==> src/rtl/store_trace_if.sv <==
// Store-trace bundle: M-stage store capture in, valid/ready trace port out.
// trc_ts exists only when STORE_TRACE_TS_EN is defined.
interface store_trace_if #(
  parameter int DEPTH  = 8,
  parameter int DROP_W = 16,
  parameter int TS_W   = 32
);
  localparam int CW = $clog2(DEPTH) + 1;

  logic              MemWriteM;
  logic [63:0]       ALUResultM;
  logic [63:0]       WriteDataM;
  logic              clear;
  logic              trc_valid;
  logic              trc_ready;
  logic [60:0]       trc_addr;
  logic [63:0]       trc_data;
  logic [CW-1:0]     trc_count;
  logic              trc_overflow;
  logic [DROP_W-1:0] trc_drop_cnt;
`ifdef STORE_TRACE_TS_EN
  logic [TS_W-1:0]   trc_ts;
`else
  wire  [TS_W-1:0]   unused_ts = '0;
`endif

  modport master (
    output MemWriteM, ALUResultM, WriteDataM,
    output clear, trc_ready,
`ifdef STORE_TRACE_TS_EN
    input  trc_ts,
`endif
    input  trc_valid, trc_addr, trc_data,
    input  trc_count, trc_overflow, trc_drop_cnt
  );

  modport slave (
    input  MemWriteM, ALUResultM, WriteDataM,
    input  clear, trc_ready,
`ifdef STORE_TRACE_TS_EN
    output trc_ts,
`endif
    output trc_valid, trc_addr, trc_data,
    output trc_count, trc_overflow, trc_drop_cnt
  );
endinterface

==> src/rtl/store_trace_buffer.sv <==
// In-order FWFT FIFO of M-stage stores with loss counting.
// Define STORE_TRACE_TS_EN to tag each entry with a capture-cycle timestamp.
module store_trace_buffer #(
  parameter int DEPTH  = 8,
  parameter int DROP_W = 16,
  parameter int TS_W   = 32
) (
  input logic         clk,
  input logic         rst,
  store_trace_if.slave s
);
  localparam int AW = $clog2(DEPTH);

  logic [AW:0]       wr_ptr;
  logic [AW:0]       rd_ptr;
  logic [AW-1:0]     wr_idx;
  logic [AW-1:0]     rd_idx;
  logic [60:0]       addr_mem [DEPTH];
  logic [63:0]       data_mem [DEPTH];
  logic              overflow;
  logic [DROP_W-1:0] drop_cnt;
  logic              empty;
  logic              full;
  logic              pop;
  logic              push;
  logic              drop;
  logic              wr_en;
  logic              unused_lo;

  assign wr_idx = wr_ptr[AW-1:0];
  assign rd_idx = rd_ptr[AW-1:0];
  assign empty  = (wr_ptr == rd_ptr);
  assign full   = (wr_ptr[AW] != rd_ptr[AW])
               && (wr_idx == rd_idx);
  assign pop    = !empty && s.trc_ready;
  assign push   = s.MemWriteM && (!full || pop);
  assign drop   = s.MemWriteM && full && !pop;
  assign wr_en  = push && !rst && !s.clear;

  // low address bits select a byte within the word and are not traced
  assign unused_lo = ^s.ALUResultM[2:0];

  always_ff @(posedge clk) begin
    if (rst || s.clear) begin
      wr_ptr   <= '0;
      rd_ptr   <= '0;
      overflow <= 1'b0;
      drop_cnt <= '0;
    end else begin
      if (push)
        wr_ptr <= wr_ptr + (AW+1)'(1);
      if (pop)
        rd_ptr <= rd_ptr + (AW+1)'(1);
      if (drop) begin
        overflow <= 1'b1;
        if (drop_cnt != '1)
          drop_cnt <= drop_cnt + DROP_W'(1);
      end
    end
  end

  always_ff @(posedge clk) begin
    if (wr_en) begin
      addr_mem[wr_idx] <= s.ALUResultM[63:3];
      data_mem[wr_idx] <= s.WriteDataM;
    end
  end

`ifdef STORE_TRACE_TS_EN
  logic [TS_W-1:0] ts;
  logic [TS_W-1:0] ts_mem [DEPTH];

  // free-running; clear deliberately leaves it alone
  always_ff @(posedge clk) begin
    if (rst)
      ts <= '0;
    else
      ts <= ts + TS_W'(1);
  end

  always_ff @(posedge clk) begin
    if (wr_en)
      ts_mem[wr_idx] <= ts;
  end

  assign s.trc_ts = ts_mem[rd_idx];
`endif

  assign s.trc_valid    = !empty;
  assign s.trc_addr     = addr_mem[rd_idx];
  assign s.trc_data     = data_mem[rd_idx];
  assign s.trc_count    = wr_ptr - rd_ptr;
  assign s.trc_overflow = overflow;
  assign s.trc_drop_cnt = drop_cnt;
endmodule

==> src/flat_wrapper.sv <==
// flat-port wrapper written by rule: the top's interface ports become plain ports
module store_trace_buffer_flat 
#(
  parameter int DEPTH  = 8,
  parameter int DROP_W = 16,
  parameter int TS_W   = 32
)
  (clk, rst, s_MemWriteM, s_ALUResultM, s_WriteDataM, s_clear, s_trc_ready, s_trc_valid, s_trc_addr, s_trc_data, s_trc_count, s_trc_overflow, s_trc_drop_cnt);
  store_trace_if #(.DEPTH(DEPTH), .DROP_W(DROP_W), .TS_W(TS_W)) s_i ();
  input logic clk;
  input logic rst;
  input wire logic [$bits(s_i.MemWriteM)-1:0] s_MemWriteM;
  input wire logic [$bits(s_i.ALUResultM)-1:0] s_ALUResultM;
  input wire logic [$bits(s_i.WriteDataM)-1:0] s_WriteDataM;
  input wire logic [$bits(s_i.clear)-1:0] s_clear;
  input wire logic [$bits(s_i.trc_ready)-1:0] s_trc_ready;
  output wire logic [$bits(s_i.trc_valid)-1:0] s_trc_valid;
  output wire logic [$bits(s_i.trc_addr)-1:0] s_trc_addr;
  output wire logic [$bits(s_i.trc_data)-1:0] s_trc_data;
  output wire logic [$bits(s_i.trc_count)-1:0] s_trc_count;
  output wire logic [$bits(s_i.trc_overflow)-1:0] s_trc_overflow;
  output wire logic [$bits(s_i.trc_drop_cnt)-1:0] s_trc_drop_cnt;
  assign s_i.MemWriteM = s_MemWriteM;
  assign s_i.ALUResultM = s_ALUResultM;
  assign s_i.WriteDataM = s_WriteDataM;
  assign s_i.clear = s_clear;
  assign s_i.trc_ready = s_trc_ready;
  assign s_trc_valid = s_i.trc_valid;
  assign s_trc_addr = s_i.trc_addr;
  assign s_trc_data = s_i.trc_data;
  assign s_trc_count = s_i.trc_count;
  assign s_trc_overflow = s_i.trc_overflow;
  assign s_trc_drop_cnt = s_i.trc_drop_cnt;
  store_trace_buffer #(.DEPTH(DEPTH), .DROP_W(DROP_W), .TS_W(TS_W)) u_core (.clk(clk), .rst(rst), .s(s_i));
endmodule
==> config.mk <==
export PLATFORM = sky130hd
export DESIGN_NAME = store_trace_buffer_flat
export DESIGN_NICKNAME = d
export VERILOG_FILES = /design/src/rtl/store_trace_if.sv /design/src/rtl/store_trace_buffer.sv /design/src/flat_wrapper.sv
export SDC_FILE = /design/constraint.sdc
export NUM_CORES = 1
export LEC_CHECK = 0
export CAP_MARGIN = 0
export CORE_UTILIZATION = 30
export CTS_BUF_LIST = sky130_fd_sc_hd__clkbuf_16
export CTS_CLUSTER_DIAMETER = 120
export CTS_CLUSTER_SIZE = 24
export DETAILED_ROUTE_END_ITERATION = 8
export GPL_ROUTABILITY_DRIVEN = 0
export GPL_TIMING_DRIVEN = 0
export MAX_ROUTING_LAYER = met4
export PLACE_DENSITY_LB_ADDON = 0.3
export REMOVE_ABC_BUFFERS = 1
export SLEW_MARGIN = 20
export SYNTH_ARGS = -nofsm -noshare
export SYNTH_HDL_FRONTEND = slang
export SYNTH_SLANG_ARGS = --single-unit
export TNS_END_PERCENT = 30
==> constraint.sdc <==
create_clock -name clk -period 19.55 [get_ports clk]
set_clock_uncertainty 0.05 [all_clocks]
set_input_delay 1.955 -clock clk [delete_from_list [all_inputs] [get_ports clk]]
set_output_delay 1.955 -clock clk [all_outputs]
set_load 0.005 [all_outputs]
==> results of run 1 <==
==> flip-flops by register name (all words and copies together), names as in the netlist, named ones only <==
name / count
u_core.rd_ptr: 4
u_core.s.trc_overflow: 1
u_core.wr_ptr: 4
u_core.s.trc_drop_cnt: 16
u_core.addr_mem: 488
u_core.data_mem: 512
==> cell type report <==
class / count / area (sq um)
diodes: 8 / 20.0
clock buffers: 49 / 1230
clock inverters: 22 / 106
fillers: 11600 / 81300
inverters: 10 / 37.5
multi-input cells: 511 / 7980
flip-flops and latches: 1028 / 30600
well taps: 1729 / 2160
repair buffers: 385 / 4600
==> how the worst min path moves through the flow <==
stage	from	end	slack, ps	cells after the start
finish	u_core.s.trc_overflow	u_core.s.trc_overflow	470	2
global route	u_core.s.trc_overflow	u_core.s.trc_overflow	510	2
CTS	u_core.s.trc_overflow	u_core.s.trc_overflow	470	2
detailed placement	u_core.s.trc_overflow	u_core.s.trc_overflow	450	2
global placement	u_core.s.trc_overflow	u_core.s.trc_overflow	430	2
floorplan	u_core.s.trc_overflow	u_core.s.trc_overflow	410	2
==> critical path, stage by stage, from the launching register on <==
cell                              delay, ps
sky130_fd_sc_hd__dfxtp_4                440
sky130_fd_sc_hd__buf_16                 270
sky130_fd_sc_hd__buf_16                 290
sky130_fd_sc_hd__buf_16                 280
sky130_fd_sc_hd__buf_16                 290
sky130_fd_sc_hd__mux4_2                 550
sky130_fd_sc_hd__mux2_2                 270
sky130_fd_sc_hd__clkdlybuf4s50_1        510
==> power breakdown <==
| part | leakage, uW | internal, uW | switching [uW] |
|---|---|---|---|
| logic | 0.00390 | 74.7 | 61.3 |
| registers | 0.00924 | 2420 | 2.73 |
| clock network | 0.000726 | 458 | 656 |
==> logic make-up (layout without fill, tap and decap cells) <==
family                   Yosys count  after routing
flip-flops                      1028           1028
multiplexers                     377            377
buffers and inverters             87            466
AND/OR/NAND/NOR                   78             78
AO/OA/AOI/OAI                     39             39
XOR/XNOR                          10             10
adder cells (fa/ha/maj)            7              7
other                              0              8
==> metrics by stage <==
stage          area, sq um  utilization (%)
2_1_floorplan        38500                -
3_3_place_gp         43500             34.0
3_5_place_dp         45400             35.5
4_1_cts              46700             36.5
5_1_grt              46700             36.5
6_report             46700             36.5
==> metal layers <==
metal	wire [microns]	share of wire [%]	GRT usage, %
met1	35600	43	16.4
met4	1440	1.7	2.84
met5	0	0	-
met3	3790	4.6	2.47
met2	41700	51	21.6
==> cells in the final DEF, fill, tap and decap left out, types with 3 or more instances in the layout <==
master,n
sky130_fd_sc_hd__edfxtp_1,1000
sky130_fd_sc_hd__clkdlybuf4s50_1,276
sky130_fd_sc_hd__mux4_2,250
sky130_fd_sc_hd__mux2_2,125
sky130_fd_sc_hd__clkbuf_16,49
sky130_fd_sc_hd__buf_4,38
sky130_fd_sc_hd__buf_12,37
sky130_fd_sc_hd__inv_1,30
sky130_fd_sc_hd__buf_16,27
sky130_fd_sc_hd__dfxtp_1,25
sky130_fd_sc_hd__nor2_1,14
sky130_fd_sc_hd__a21oi_1,12
sky130_fd_sc_hd__or4_1,9
sky130_fd_sc_hd__diode_2,8
sky130_fd_sc_hd__nand2_1,8
sky130_fd_sc_hd__nand3_1,7
sky130_fd_sc_hd__o31ai_1,7
sky130_fd_sc_hd__o21ai_0,6
sky130_fd_sc_hd__or3_1,6
sky130_fd_sc_hd__nor2_4,6
sky130_fd_sc_hd__ha_1,6
sky130_fd_sc_hd__xor2_1,5
sky130_fd_sc_hd__nand4_1,5
sky130_fd_sc_hd__xnor2_1,5
sky130_fd_sc_hd__and3_1,5
sky130_fd_sc_hd__o211ai_1,4
sky130_fd_sc_hd__a31oi_1,4
sky130_fd_sc_hd__buf_6,4
sky130_fd_sc_hd__or2_2,3
sky130_fd_sc_hd__and4_1,3
sky130_fd_sc_hd__dfxtp_4,3
==> load_flow_metrics.sql, run 1 <==
INSERT INTO impl_metrics (metric_group, metric, value, unit) VALUES
('setup_path', 'worstSetupEndpoint', 's_trc_data[17]', ''),
('flow_run', 'drv.max_cap_violation_count', '0', ''),
('yosys', 'share_of_synthesized_cell_area_in_full_adder_half_adder_and_majority_cells', '0.245', '%'),
('floorplan', 'initial_utilization', '30.4', '%'),
('setup_path', 'rr_endpoint', 'u_core.addr_mem[0][56]', ''),
('place', 'place.detailed.instances', '3663', ''),
('timing', 'crit_path_time_final', '5700', 'ps'),
('floorplan', 'die-width', '362', 'microns'),
('drt', 'detail_route.first_pass.iterations', '5', ''),
('yosys', 'synth_area_per_cell', '23.9', 'sq um'),
('clock_tree', 'cts-buffers-inserted', '49', ''),
('floorplan', 'die_height', '362', 'microns'),
('clock_tree', 'clk_latency', '640', 'ps'),
('yosys', 'netlist.top_cell.by_area', 'sky130_fd_sc_hd__edfxtp_1', ''),
('drt', 'antenna_left', '0', ''),
('global_routing', 'vias_in_the_first_global_route', '18800', ''),
('clock_tree', 'htree_levels', '2', ''),
('yosys', 'synth_top_area_share', '77.3', '%'),
('yosys', 'netlist_top_cells_area', 'sky130_fd_sc_hd__edfxtp_1 77%, sky130_fd_sc_hd__mux4_2 14%, sky130_fd_sc_hd__mux2_2 3.6%', ''),
('global_routing', 'grt_usage', '13.0', '%'),
('outcome', 'run_status', 'completed', ''),
('place', 'dp_hpwl', '54.0', 'mm'),
('power', 'report.power.total', '3680', 'uW'),
('timing', 'hold_viol_final', '0', ''),
('clock_tree', 'cts_root_buf', 'sky130_fd_sc_hd__clkbuf_16', ''),
('setup_path', 'r2r_setup_slack', '15250', 'ps'),
('global_routing', 'largest_net_degree_at_the_start_of_global_routing', '48', ''),
('place', 'io_buffers', '276', ''),
('power', 'ir_worst_vdd', '0.0000653', 'V'),
('timing', 'rsz0062_at_grt', 'false', ''),
('yosys', 'synth_compound_gate_area_share', '0.637', '%'),
('setup_path', 'crit_path_start_kind', 'register', ''),
('timing', 'slew_violations', '0', ''),
('layout', 'final_instance_count_excl_fillers', '3742', ''),
('yosys', 'synth-simple-area-share', '1.11', '%'),
('clock_tree', 'postCtsSetupBuffers', '0', ''),
('setup_path', 'setup.worst_path.class', 'reg -> out', ''),
('global_routing', 'grt_antenna_before_repair', '8', ''),
('clock_tree', 'cts_resized', '0', ''),
('clock_tree', 'clk_transition_reported_paths', '100', 'ps'),
('yosys', 'syn_inst', '1626', ''),
('drt', 'average_via_count_per_standard_cell', '4.67', ''),
('yosys', 'dominant_combinational_cell_family_by_area_after_synthesis', 'multiplexers', ''),
('timing', 'final.period_utilization', '29.2', '%'),
('drt', 'drt_iter0_markers', '1277', ''),
('floorplan', 'core-area', '128000', 'sq um'),
('setup_path', 'rr_worst_depth', '12', ''),
('setup_path', 'worst_r2r_startpoint', 'u_core.wr_ptr[1]', ''),
('layout', 'finish.net_count', '2125', ''),
('yosys', 'synth_enable_flop_cells', '1000', ''),
('yosys', 'yosysSeqAreaShare', '78.7', '%'),
('yosys', 'yosys-top-cells-count', '1000 x sky130_fd_sc_hd__edfxtp_1, 250 x sky130_fd_sc_hd__mux4_2, 125 x sky130_fd_sc_hd__mux2_2', ''),
('yosys', 'synth_warnings', '0', ''),
('power', 'power_density', '78.6', 'nW/um^2'),
('clock_tree', 'hold_buf_count_cts', '0', ''),
('yosys', 'synth_most_common_cell', 'sky130_fd_sc_hd__edfxtp_1', ''),
('power', 'total_leakage_power', '0.0139', 'uW'),
('place', 'pre_cts_slack', '13450', 'ps'),
('floorplan', 'die_area', '131000', 'sq um'),
('timing', 'worst_slew_pin_slew', '1030', 'ps'),
('setup_path', 'timing.critical_path.required', '17550', 'ps'),
('yosys', 'synth_cell_type_count', '39', ''),
('timing', 'timing.final.setup_violations', '0', ''),
('floorplan', 'placement_rows', '131', ''),
('setup_path', 'end_kind', 'primary output', ''),
('clock_tree', 'numClockSinks', '1028', ''),
('global_routing', 'globalRouteOverflowTotal', '0', ''),
('timing', 'timing.fmax', '0.175', 'GHz'),
('yosys', 'yosys.area_share.xor_xnor', '0.225', '%'),
('yosys', 'ys_ff_latch', '1028', ''),
('clock_tree', 'clk_path_buf_depth', '3', '');
No activity file was read; power rests on OpenSTA's default activity.
==> run 2: changes to the inputs <==
==> constraint.sdc (replaced) <==
create_clock -name clk -period 5.2 [get_ports clk]
set_clock_uncertainty 0.05 [all_clocks]
set_input_delay 0.52 -clock clk [delete_from_list [all_inputs] [get_ports clk]]
set_output_delay 0.52 -clock clk [all_outputs]
set_load 0.005 [all_outputs]
==> results of run 2 <==
The final DEF is identical to that of run 1. Status: completed.
Main changes from that run: setup slack after placement 13450 ps -> 536 ps; setup slack after layout 13850 ps -> 903 ps; end point of the critical path s_trc_data[17] -> u_core.addr_mem[0][56]; register-to-register setup slack 15250 ps -> 900 ps; total power 3680 uW -> 13800 uW; worst IR drop on VDD 0.0000653 V -> 0.000246 V
==> run 3: changes to the inputs <==
==> constraint.sdc (replaced) <==
create_clock -name clk -period 4.4 [get_ports clk]
set_clock_uncertainty 0.05 [all_clocks]
set_input_delay 0.44 -clock clk [delete_from_list [all_inputs] [get_ports clk]]
set_output_delay 0.44 -clock clk [all_outputs]
set_load 0.005 [all_outputs]
==> run 3 against run 2 <==
Hold slack got worse by 18 ps. Critical endpoint is now s_trc_data[48]. Sequential share of layout area shrank 0.054 points. Sequential power is 18% higher. Sequential cell count is the same.
==> load_flow_metrics.sql, run 3 (synthesis results as in run 1) <==
INSERT INTO impl_metrics (metric_group, metric, value, unit) VALUES
('layout', 'largest_register', 'u_core.data_mem', ''),
('drt', 'drt_iter0_markers', '1321', ''),
('setup_path', 'worst_r2r_startpoint', 'u_core.wr_ptr[1]', ''),
('drt', 'antenna_left', '0', ''),
('setup_path', 'rr_endpoint', 'u_core.addr_mem[0][2]', ''),
('timing', 'slew_violations', '0', ''),
('timing', 'timing.fmax', '0.240', 'GHz'),
('global_routing', 'grt_usage', '13.0', '%'),
('drt', 'totalWireLength', '82.8', 'mm'),
('global_routing', 'largest_net_degree_at_the_start_of_global_routing', '48', ''),
('timing', 'worst_slew_pin_slew', '1030', 'ps'),
('floorplan', 'die_height', '362', 'microns'),
('setup_path', 'crit_path_frequent_cell', 'sky130_fd_sc_hd__buf_16', ''),
('drt', 'dr_vias', '17500', ''),
('worst_hold_path', 'hold_class', 'in -> reg', ''),
('setup_path', 'cp_num_cells', '7', ''),
('floorplan', 'die-width', '362', 'microns'),
('power', 'p_clk_share', '30.3', '%'),
('power', 'p_seq_share', '66.0', '%'),
('layout', 'stdcell_area', '46800', 'sq um'),
('global_routing', 'grt_first_pass_wirelength', '123', 'mm'),
('place', 'dp_hpwl', '54.0', 'mm'),
('layout', 'most-common-layout-cells', '1000 x sky130_fd_sc_hd__edfxtp_1, 276 x sky130_fd_sc_hd__clkdlybuf4s50_1, 250 x sky130_fd_sc_hd__mux4_2', ''),
('layout', 'flip_flop_count_of_the_largest_register_after_layout', '512', ''),
('setup_path', 'end_kind', 'primary output', ''),
('timing', 'crit_path_time_final', '4170', 'ps'),
('drt', 'detail_route.first_pass.iterations', '4', ''),
('timing', 'timing.max_slew.rel_slack', '30.9', '%'),
('setup_path', 'r2r_setup_slack', '380', 'ps'),
('place', 'pre_cts_slack', '-184', 'ps'),
('timing', 'setup_slack', '235', 'ps'),
('drt', 'wl_per_cell', '22.1', 'microns'),
('clock_tree', 'clk_latency', '640', 'ps'),
('layout', 'layout_commonest_cell', 'sky130_fd_sc_hd__edfxtp_1', ''),
('setup_path', 'rr_worst_depth', '12', ''),
('power', 'ir_worst_vdd', '0.000290', 'V'),
('floorplan', 'placement_rows', '131', ''),
('timing', 'hold_viol_final', '0', ''),
('power', 'total_leakage_power', '0.0139', 'uW'),
('setup_path', 'crit_buf_inv', '5', ''),
('setup_path', 'crit_path_max_fanout', '33', ''),
('setup_path', 'timing.critical_path.required', '3910', 'ps'),
('clock_tree', 'clk_transition_reported_paths', '100', 'ps'),
('timing', 'final.period_utilization', '94.7', '%'),
('setup_path', 'setup.worst_path.class', 'reg -> out', ''),
('timing', 'timing.final.setup_violations', '0', ''),
('global_routing', 'globalRouteOverflowTotal', '0', ''),
('setup_path', 'crit_path_start_kind', 'register', ''),
('clock_tree', 'clk_path_buf_depth', '3', ''),
('clock_tree', 'cts_tree', 'done', ''),
('setup_path', 'critical_path.top_delay_family', 'buffers and inverters', ''),
('power', 'sw_share', '19.6', '%'),
('global_routing', 'vias_in_the_first_global_route', '18800', ''),
('worst_hold_path', 'hold-path-cell-count', '1', ''),
('place', 'dpl-instance-area', '45400', 'sq um'),
('drt', 'route.detailed.drc', '0', ''),
('clock_tree', 'cts_root_buf', 'sky130_fd_sc_hd__clkbuf_16', ''),
('setup_path', 'worst_ep_arrival_time', '3680', 'ps'),
('setup_path', 'cp_slowest_cell', 'sky130_fd_sc_hd__mux4_2', ''),
('floorplan', 'core-area', '128000', 'sq um'),
('layout', 'flow.area_growth_from_synthesis', '20.4', '%'),
('power', 'power_density', '349', 'nW/um^2'),
('power', 'comb_pwr_share', '3.7', '%'),
('clock_tree', 'cts-buffers-inserted', '49', ''),
('floorplan', 'initial_utilization', '30.4', '%'),
('place', 'io_buffers', '276', ''),
('layout', 'post_route_cells_drive_above_1_share', '27.5', '%'),
('setup_path', 'slowest_delay', '550', 'ps'),
('floorplan', 'num_io_pins', '280', ''),
('clock_tree', 'htree_levels', '2', ''),
('global_routing', 'grt_antenna_before_repair', '8', ''),
('worst_hold_path', 'whs_endpoint', 'u_core.data_mem[4][45]', ''),
('power', 'net-switching-power', '3200', 'uW'),
('worst_hold_path', 'hp-start', 's_WriteDataM[45]', ''),
('outcome', 'run_status', 'completed', ''),
('drt', 'average_via_count_per_standard_cell', '4.66', ''),
('setup_path', 'path_cells', 'buf_16, buf_16, buf_16, buf_16, mux4_2, mux2_2, clkdlybuf4s50_1', ''),
('power', 'p_int', '13100', 'uW'),
('layout', 'finish.net_count', '2127', ''),
('floorplan', 'die_area', '131000', 'sq um'),
('layout', 'final.fill_count', '11600', ''),
('flow_run', 'drv.max_cap_violation_count', '0', ''),
('timing', 'rsz0062_at_grt', 'false', ''),
('clock_tree', 'numClockSinks', '1028', '');
-- run 3: changes by cell type in the layout (fill, tap and decap cells not counted) --
cell,previous run,this run
sky130_fd_sc_hd__buf_4,38,39
sky130_fd_sc_hd__clkbuf_16,49,50
sky130_fd_sc_hd__nor3_2,2,1
sky130_fd_sc_hd__nor3_4,0,1
-- run 3: what timing repair did --
| action | 4_1_cts | 5_1_grt |
|---|---|---|
| gates resized for setup | 1 | 0 |
| pin swaps | 0 | 1 |
| hold buffers | 0 | 0 |
| gates cloned | 0 | 1 |
| endpoints found under the setup margin | 14 | 21 |
| setup buffers | 0 | 1 |
-- run 3: metal layers --
metal / global-route usage, % / wire length (microns)
met1: 16.4 / 36000
met5: - / 0
met4: 2.84 / 1440
met2: 21.6 / 41600
met3: 2.47 / 3780
-- run 3: per-stage QoR --
stage                     cells  hold WS, ps  power [uW]  util [%]  TNS (ps)
final                      3744          453       16300      36.5         0
after CTS                  3734          392       16600      36.5         0
after detailed placement   3663          446       11600      35.5     -2340
after global routing       3744          432       16900      36.5         0
after floorplan            1549          413       11300         -  -4778360
after global placement     3554          430       11700      34.0         -
-- run 3: cell type report --
cell class,instances,area [sq um],share of cell area (%)
diodes,8,20.0,0.0428
clock buffers,49,1230,2.62
clock inverters,22,106,0.227
inverters,10,37.5,0.0802
multi-input cells,511,7990,17.1
flip-flops and latches,1028,30600,65.4
well taps,1729,2160,4.62
repair buffers,387,4630,9.91
-- run 3: power groups by stage --
stage                     sequential [uW]  combinational [uW]  clock, uW
final                               10800                 607       4950
after global routing                10800                 658       5460
after detailed placement            11000                 616          0
after global placement              11100                 604          0
after CTS                           10800                 619       5180
after floorplan                     11000                 233          0
-- run 3: worst max-delay path by stage --
stage                              to
6_report               s_trc_data[48]
5_1_grt                s_trc_addr[40]
4_1_cts                s_trc_data[50]
3_5_place_dp   u_core.addr_mem[0][44]
3_3_place_gp   u_core.addr_mem[1][29]
2_1_floorplan           s_trc_addr[0]
